`src/rtl/dmem_lsu_master.sv`:
```
// Load/store initiator between the MEM stage and the data memory bus.
// One access outstanding; handles lane steering, load extension, misalignment and timeouts.
module dmem_lsu_master #(
  parameter int TIMEOUT      = 64,
  parameter bit WRITE_POSTED = 1'b1
) (
  input  logic        clk,
  input  logic        rst,
  input  logic        i_req_valid,
  input  logic        i_req_we,
  input  logic [2:0]  i_funct3,
  input  logic [31:0] i_addr,
  input  logic [31:0] i_wdata,
  output logic        o_stall,
  output logic        o_done,
  output logic [31:0] o_rdata,
  output logic        o_misaligned,
  output logic        o_timeout,
  output logic [31:0] o_m_address,
  output logic        o_m_read,
  output logic        o_m_write,
  output logic [31:0] o_m_writedata,
  output logic [3:0]  o_m_byteenable,
  input  logic [31:0] i_m_readdata,
  input  logic        i_m_readdata_valid,
  input  logic        i_m_waitrequest
);

  localparam int CNT_W = (TIMEOUT > 2) ? $clog2(TIMEOUT) : 1;
  localparam logic [CNT_W-1:0] CNT_LAST = CNT_W'(TIMEOUT - 1);

  typedef enum logic [1:0] {S_IDLE, S_CMD, S_RESP, S_DONE} state_t;

  state_t           state, state_nxt;
  logic [CNT_W-1:0] cnt;
  logic             to_q, to_nxt;
  logic             capture;
  logic             accept;
  logic             mis;
  logic [31:0]      addr_q;
  logic [31:0]      wdata_q;
  logic [2:0]       funct3_q;
  logic             we_q;
  logic [31:0]      rdata_q;

  // Codes other than byte/half widths behave as a word access.
  function automatic logic is_misaligned(input logic [2:0] f, input logic [1:0] a);
    case (f)
      3'b000, 3'b100: return 1'b0;
      3'b001, 3'b101: return a[0];
      default:        return a != 2'b00;
    endcase
  endfunction

  function automatic logic [3:0] byte_en(input logic we, input logic [2:0] f,
                                         input logic [1:0] a);
    if (!we) return 4'b1111;
    case (f[1:0])
      2'b00:   return 4'b0001 << a;
      2'b01:   return 4'b0011 << {a[1], 1'b0};
      default: return 4'b1111;
    endcase
  endfunction

  function automatic logic [31:0] lane_wdata(input logic [2:0] f, input logic [31:0] d);
    case (f[1:0])
      2'b00:   return {4{d[7:0]}};
      2'b01:   return {2{d[15:0]}};
      default: return d;
    endcase
  endfunction

  function automatic logic [31:0] load_ext(input logic [2:0] f, input logic [1:0] a,
                                           input logic [31:0] d);
    logic [31:0] s;
    s = d >> {a, 3'b000};
    case (f)
      3'b000:  return {{24{s[7]}}, s[7:0]};
      3'b100:  return {24'h0, s[7:0]};
      3'b001:  return {{16{s[15]}}, s[15:0]};
      3'b101:  return {16'h0, s[15:0]};
      default: return s;
    endcase
  endfunction

  assign mis    = is_misaligned(i_funct3, i_addr[1:0]);
  assign accept = (state == S_IDLE) && i_req_valid && !mis;

  always_comb begin
    state_nxt      = state;
    to_nxt         = to_q;
    capture        = 1'b0;
    o_m_read       = 1'b0;
    o_m_write      = 1'b0;
    o_m_address    = 32'h0;
    o_m_byteenable = 4'h0;
    o_m_writedata  = 32'h0;
    case (state)
      S_IDLE: begin
        to_nxt = 1'b0;
        if (accept) state_nxt = S_CMD;
      end
      S_CMD: begin
        o_m_address    = {addr_q[31:2], 2'b00};
        o_m_byteenable = byte_en(we_q, funct3_q, addr_q[1:0]);
        if (we_q) begin
          o_m_write     = 1'b1;
          o_m_writedata = lane_wdata(funct3_q, wdata_q);
          if (!i_m_waitrequest || WRITE_POSTED) state_nxt = S_DONE;
        end else begin
          o_m_read = 1'b1;
          if (!i_m_waitrequest) begin
            if (i_m_readdata_valid) begin
              capture   = 1'b1;
              state_nxt = S_DONE;
            end else begin
              state_nxt = S_RESP;
            end
          end
        end
        if (state_nxt != S_DONE && cnt == CNT_LAST) begin
          state_nxt = S_DONE;
          to_nxt    = 1'b1;
        end
      end
      S_RESP: begin
        if (i_m_readdata_valid) begin
          capture   = 1'b1;
          state_nxt = S_DONE;
        end else if (cnt == CNT_LAST) begin
          state_nxt = S_DONE;
          to_nxt    = 1'b1;
        end
      end
      default: state_nxt = S_IDLE;
    endcase
  end

  // Combinational request outputs are forced low while reset is held.
  assign o_misaligned = rst && i_req_valid && (state == S_IDLE) && mis;
  assign o_stall      = rst && (accept || state == S_CMD || state == S_RESP);
  assign o_done       = (state == S_DONE);
  assign o_timeout    = (state == S_DONE) && to_q;
  assign o_rdata      = rdata_q;

  always_ff @(posedge clk or negedge rst) begin
    if (!rst) begin
      state   <= S_IDLE;
      cnt     <= '0;
      to_q    <= 1'b0;
      rdata_q <= 32'h0;
    end else begin
      state <= state_nxt;
      to_q  <= to_nxt;
      if (accept) cnt <= '0;
      else if (state == S_CMD || state == S_RESP) cnt <= cnt + CNT_W'(1);
      if (capture) rdata_q <= load_ext(funct3_q, addr_q[1:0], i_m_readdata);
    end
  end

  // Request latch: only control state needs reset.
  always_ff @(posedge clk) begin
    if (accept) begin
      addr_q   <= i_addr;
      wdata_q  <= i_wdata;
      funct3_q <= i_funct3;
      we_q     <= i_req_we;
    end
  end

endmodule

```
`config.mk`:
```
export PLATFORM = sky130hd
export DESIGN_NAME = dmem_lsu_master
export DESIGN_NICKNAME = d
export VERILOG_FILES = /design/src/rtl/dmem_lsu_master.sv
export SDC_FILE = /design/constraint.sdc
export NUM_CORES = 1
export LEC_CHECK = 0
export BUFFER_PORTS_ARGS = -buffer_cell sky130_fd_sc_hd__buf_2
export CAP_MARGIN = 30
export CORE_ASPECT_RATIO = 0.7
export CORE_MARGIN = 2
export CORE_UTILIZATION = 52
export CTS_BUF_LIST = sky130_fd_sc_hd__clkbuf_8 sky130_fd_sc_hd__clkbuf_16
export CTS_CLUSTER_DIAMETER = 60
export DETAILED_ROUTE_END_ITERATION = 10
export PLACE_DENSITY = 0.88
export SLEW_MARGIN = 20
export SYNTH_ARGS = -nofsm -noshare
export SYNTH_HDL_FRONTEND = slang
export SYNTH_SLANG_ARGS = --single-unit
```
`constraint.sdc`:
```
create_clock -name clk -period 11.1 [get_ports clk]
set_clock_uncertainty 0.1 [all_clocks]
set_input_delay 1.11 -clock clk [delete_from_list [all_inputs] [get_ports clk]]
set_output_delay 1.11 -clock clk [all_outputs]
set_load 0.05 [all_outputs]
```
==> flow_summary.html <==
<table>
<tr><th>Metric</th><th>Value</th></tr>
<tr><th colspan="2">Outcome</th></tr>
<tr><td>Status</td><td>finished clean</td></tr>
<tr><th colspan="2">Critical path</th></tr>
<tr><td>Arrival @ worst endpoint</td><td>2.62 ns</td></tr>
<tr><td>Peak fanout along the critical path</td><td>25</td></tr>
<tr><td>Type of destination of the critical path</td><td>output pin</td></tr>
<tr><td>Required time at the worst-slack endpoint</td><td>9.89 ns</td></tr>
<tr><td>Kind of critical path</td><td>register to output pin</td></tr>
<tr><td>Type of element launching the critical path</td><td>register</td></tr>
<tr><th colspan="2">Finish</th></tr>
<tr><td>Final design area excluding fillers</td><td>6610 sq um</td></tr>
<tr><td>Proportion of layout cells with a drive suffix above 1</td><td>0.351</td></tr>
<tr><td>Post-layout net count</td><td>790</td></tr>
<tr><td>Number of fill cells in the layout</td><td>727</td></tr>
<tr><td>Antenna diode instance count</td><td>0</td></tr>
<tr><td>Relative area change from synthesis to final layout</td><td>27.0%</td></tr>
<tr><th colspan="2">Placed design</th></tr>
<tr><td>Placer Congestion</td><td>0.909</td></tr>
<tr><td>IO buf count</td><td>208</td></tr>
<tr><td>Dpl hpwl</td><td>10300 um</td></tr>
<tr><td>Area after DPL</td><td>6310 sq um</td></tr>
<tr><th colspan="2">Route</th></tr>
<tr><td>Via total after detailed routing</td><td>4409</td></tr>
<tr><td>Mean number of vias per cell</td><td>5.43</td></tr>
<tr><td>Number of iterations in the first detailed-routing pass</td><td>5</td></tr>
<tr><td>Antenna violation net count after detailed routing</td><td>0</td></tr>
<tr><td>Detailed router's first-iteration violation count</td><td>267</td></tr>
<tr><td>Total DRC errors in the routed layout</td><td>0</td></tr>
<tr><td>Routed wire per std cell</td><td>17.2 um</td></tr>
<tr><td>Routed wire length</td><td>14000 um</td></tr>
<tr><th colspan="2">STA</th></tr>
<tr><td>Post-route fraction of the period consumed by the critical path</td><td>0.345</td></tr>
<tr><td>Minimum clock period after layout</td><td>3.83 ns</td></tr>
<tr><td>F_max</td><td>261 MHz</td></tr>
<tr><td>Count of final setup violators</td><td>0</td></tr>
<tr><td>Smallest hold slack</td><td>0.382 ns</td></tr>
<tr><td>Worst-Margin Slew</td><td>0.890 ns</td></tr>
<tr><td>Slew Limit Fails</td><td>0</td></tr>
<tr><td>Relative slew margins</td><td>0.407</td></tr>
<tr><td>Final hold viol count</td><td>0</td></tr>
<tr><td>Setup_tns</td><td>0 ns</td></tr>
<tr><td>Setup repair after global routing missed its margin</td><td>false</td></tr>
<tr><th colspan="2">Synth</th></tr>
<tr><td>Synthesized cell area</td><td>5210 sq um</td></tr>
<tr><td>Number of synthesized register bits</td><td>109</td></tr>
<tr><td>Commonest register cell after synthesis</td><td>sky130_fd_sc_hd__edfxtp_1</td></tr>
<tr><td>Number of synthesized flops with an enable pin</td><td>68</td></tr>
<tr><td>Leading cell type by number of instances after synthesis</td><td>sky130_fd_sc_hd__nand2_1</td></tr>
<tr><td>Largest cells by area after synthesis</td><td>sky130_fd_sc_hd__edfxtp_1 (39%), sky130_fd_sc_hd__dfrtp_1 (20%), sky130_fd_sc_hd__mux2i_1 (6.3%)</td></tr>
<tr><td>Synth cell count leaders</td><td>sky130_fd_sc_hd__nand2_1 (71), sky130_fd_sc_hd__edfxtp_1 (68), sky130_fd_sc_hd__nor2_1 (63)</td></tr>
<tr><td>Fraction of registers with async set/reset</td><td>0.376</td></tr>
<tr><td>Post-synthesis area per instance</td><td>10.8 sq um</td></tr>
<tr><td>Sequential element share of the synthesized area</td><td>0.589</td></tr>
<tr><td>Number of warnings reported in the yosys synthesis log</td><td>0</td></tr>
<tr><td>Fraction of synthesized cell area taken by the top area cell type</td><td>0.392</td></tr>
<tr><td>Post-synthesis cell type with the largest combined area</td><td>sky130_fd_sc_hd__edfxtp_1</td></tr>
<tr><td>Number of instances in the synthesized netlist</td><td>482</td></tr>
<tr><td>Unique masters post-synth</td><td>45</td></tr>
<tr><th colspan="2">Power</th></tr>
<tr><td>PD cells</td><td>276 nW/um^2</td></tr>
<tr><td>Leakage</td><td>3.14 nW</td></tr>
<tr><td>Switching power of the nets</td><td>0.000895 W</td></tr>
<tr><td>Combinational share of power</td><td>0.494</td></tr>
<tr><td>Maximum VDD drop</td><td>152 uV</td></tr>
<tr><td>Clk pwr share</td><td>0.172</td></tr>
<tr><td>Switching portion of total power</td><td>0.490</td></tr>
<tr><td>Internal Power</td><td>0.000931 W</td></tr>
<tr><td>Sequential share of power</td><td>0.334</td></tr>
<tr><th colspan="2">Floorplanning</th></tr>
<tr><td>Boundary pin count</td><td>211</td></tr>
<tr><td>Cell row count</td><td>30</td></tr>
<tr><td>Die extent in y</td><td>87.7 um</td></tr>
<tr><td>Core footprint</td><td>9720 sq um</td></tr>
<tr><td>Chip width</td><td>124 um</td></tr>
<tr><td>Starting density of the core</td><td>0.536</td></tr>
<tr><td>Area of the die</td><td>10800 sq um</td></tr>
<tr><th colspan="2">CTS</th></tr>
<tr><td>Maximum buffer depth of the clock tree</td><td>2</td></tr>
<tr><td>Number of buffers created by CTS</td><td>9</td></tr>
<tr><td>Clock root buffer</td><td>sky130_fd_sc_hd__clkbuf_16</td></tr>
<tr><td>TritonCTS clock tree</td><td>done</td></tr>
<tr><td>Sink count of the clock tree</td><td>109</td></tr>
<tr><td>Clock slew seen by the registers of the worst setup and hold paths</td><td>0.08 ns</td></tr>
<tr><td>Skew-Pair Late Insertion Delay</td><td>0.35 ns</td></tr>
<tr><td>Hold Buf Count CTS</td><td>0</td></tr>
<tr><td>Quantity of gates resized following cts</td><td>0</td></tr>
<tr><td>Post-CTS setup buffer count</td><td>0</td></tr>
<tr><td>H-Tree Level Count</td><td>3</td></tr>
<tr><th colspan="2">Run</th></tr>
<tr><td>MaxCap Viol Count</td><td>0</td></tr>
<tr><th colspan="2">Worst hold path</th></tr>
<tr><td>Worst hold path class</td><td>register to register</td></tr>
<tr><th colspan="2">Global routing</th></tr>
<tr><td>Number of global-route vias before repair</td><td>4297</td></tr>
<tr><td>Grt total ovfl</td><td>0</td></tr>
<tr><td>Antenna violations before repair</td><td>0</td></tr>
<tr><td>First-pass GRT wire length</td><td>21400 um</td></tr>
<tr><td>Total routing usage reported by global routing</td><td>0.262</td></tr>
<tr><td>Pin count of the biggest net entering global routing</td><td>75</td></tr>
</table>
-- per-layer routing --
layer	global-route usage	vias to the layer above	part of all wire
met3	0.0768	21	0.082
met2	0.446	208	0.50
met5	0	-	0
met4	0.0899	0	0.019
li1	-	2071	-
met1	0.323	2109	0.40
-- sequential cells by signal, summed over array words and instances (netlist names) --
signal	count
addr_q	32
state	2
to_q	1
funct3_q	3
we_q	1
o_rdata	32
wdata_q	32
cnt	6
-- cells by family after synthesis --
family / after synthesis / share of synthesized area
compound gates: 83 / 0.0985
xor+xnor: 5 / 0.00841
fa+ha+maj: 6 / 0.0144
buf+inv: 35 / 0.0332
flops: 109 / 0.589
mux: 36 / 0.0699
other cells: 1 / 0.000720
simple gates: 207 / 0.186
-- power groups by stage --
stage	logic [W]	registers, W	clock network [W]
final	0.000902	0.000610	0.000314
after CTS	0.000901	0.000609	0.000320
after global routing	0.000959	0.000620	0.000336
after detailed placement	0.000897	0.000617	0
after global placement	0.000876	0.000612	0
after floorplan	0.000489	0.000809	0
-- stage by stage --
stage	setup WS [ns]	instances	total power, W	utilization
2_1_floorplan	4.86	483	0.00130	-
3_3_place_gp	7.62	795	0.00149	0.649
3_5_place_dp	7.59	795	0.00151	0.649
4_1_cts	7.29	811	0.00183	0.679
5_1_grt	7.06	812	0.00192	0.680
6_report	7.27	812	0.00183	0.680
-- worst paths after layout --
kind / start / end / slack, ns / cells past startpoint
setup / recovery: state[1]$_DFFE_PN0P_ / o_m_writedata[13] / 7.27 / 5
setup reg to reg: state[1]$_DFFE_PN0P_ / o_rdata[16]$_DFFE_PN0P_ / 7.91 / 9
min in group asynchronous: rst / o_rdata[27]$_DFFE_PN0P_ / 0.73 / 2
max in group asynchronous: rst / o_rdata[15]$_DFFE_PN0P_ / 9.80 / 2
hold reg to reg: o_rdata[5]$_DFFE_PN0P_ / o_rdata[5]$_DFFE_PN0P_ / 0.38 / 2
hold / removal: o_rdata[5]$_DFFE_PN0P_ / o_rdata[5]$_DFFE_PN0P_ / 0.38 / 2
-- critical path, cell delays in order (launching register included) --
cell	delay [ns]
sky130_fd_sc_hd__dfrtp_1	0.46
sky130_fd_sc_hd__inv_1	0.13
sky130_fd_sc_hd__ha_1	0.47
sky130_fd_sc_hd__nand2_1	0.59
sky130_fd_sc_hd__a21oi_1	0.30
sky130_fd_sc_hd__buf_2	0.30
-- placed cells by master (no fill, tap or decap), types with 3 or more instances in the layout --
| cell type | instances |
|---|---|
| sky130_fd_sc_hd__buf_2 | 208 |
| sky130_fd_sc_hd__nand2_1 | 71 |
| sky130_fd_sc_hd__edfxtp_1 | 68 |
| sky130_fd_sc_hd__nor2_1 | 62 |
| sky130_fd_sc_hd__dfrtp_1 | 41 |
| sky130_fd_sc_hd__a21oi_1 | 40 |
| sky130_fd_sc_hd__mux2i_1 | 33 |
| sky130_fd_sc_hd__and2_1 | 32 |
| sky130_fd_sc_hd__o21ai_0 | 15 |
| sky130_fd_sc_hd__nor2b_1 | 10 |
| sky130_fd_sc_hd__clkbuf_16 | 9 |
| sky130_fd_sc_hd__and3_1 | 8 |
| sky130_fd_sc_hd__o22a_1 | 8 |
| sky130_fd_sc_hd__a211oi_1 | 7 |
| sky130_fd_sc_hd__nand2b_1 | 6 |
| sky130_fd_sc_hd__ha_1 | 6 |
| sky130_fd_sc_hd__buf_4 | 6 |
| sky130_fd_sc_hd__inv_1 | 5 |
| sky130_fd_sc_hd__inv_6 | 4 |
| sky130_fd_sc_hd__a21boi_0 | 3 |
| sky130_fd_sc_hd__mux2_2 | 3 |
| sky130_fd_sc_hd__nor3_1 | 3 |
| sky130_fd_sc_hd__xor2_1 | 3 |
| sky130_fd_sc_hd__nand3_1 | 3 |
-- area by class of cell --
cell class	count	area, sq um	area share
Multi-Input combinational cell	339	1980	0.299
Sequential cell	109	3070	0.464
Inverter	5	18.8	0.00284
Clock inverter	7	61.3	0.00927
Timing Repair Buffer	215	1100	0.167
Clock buffer	9	225	0.0341
Tap cell	128	160	0.0242
Power figures use the tool's default switching activity.
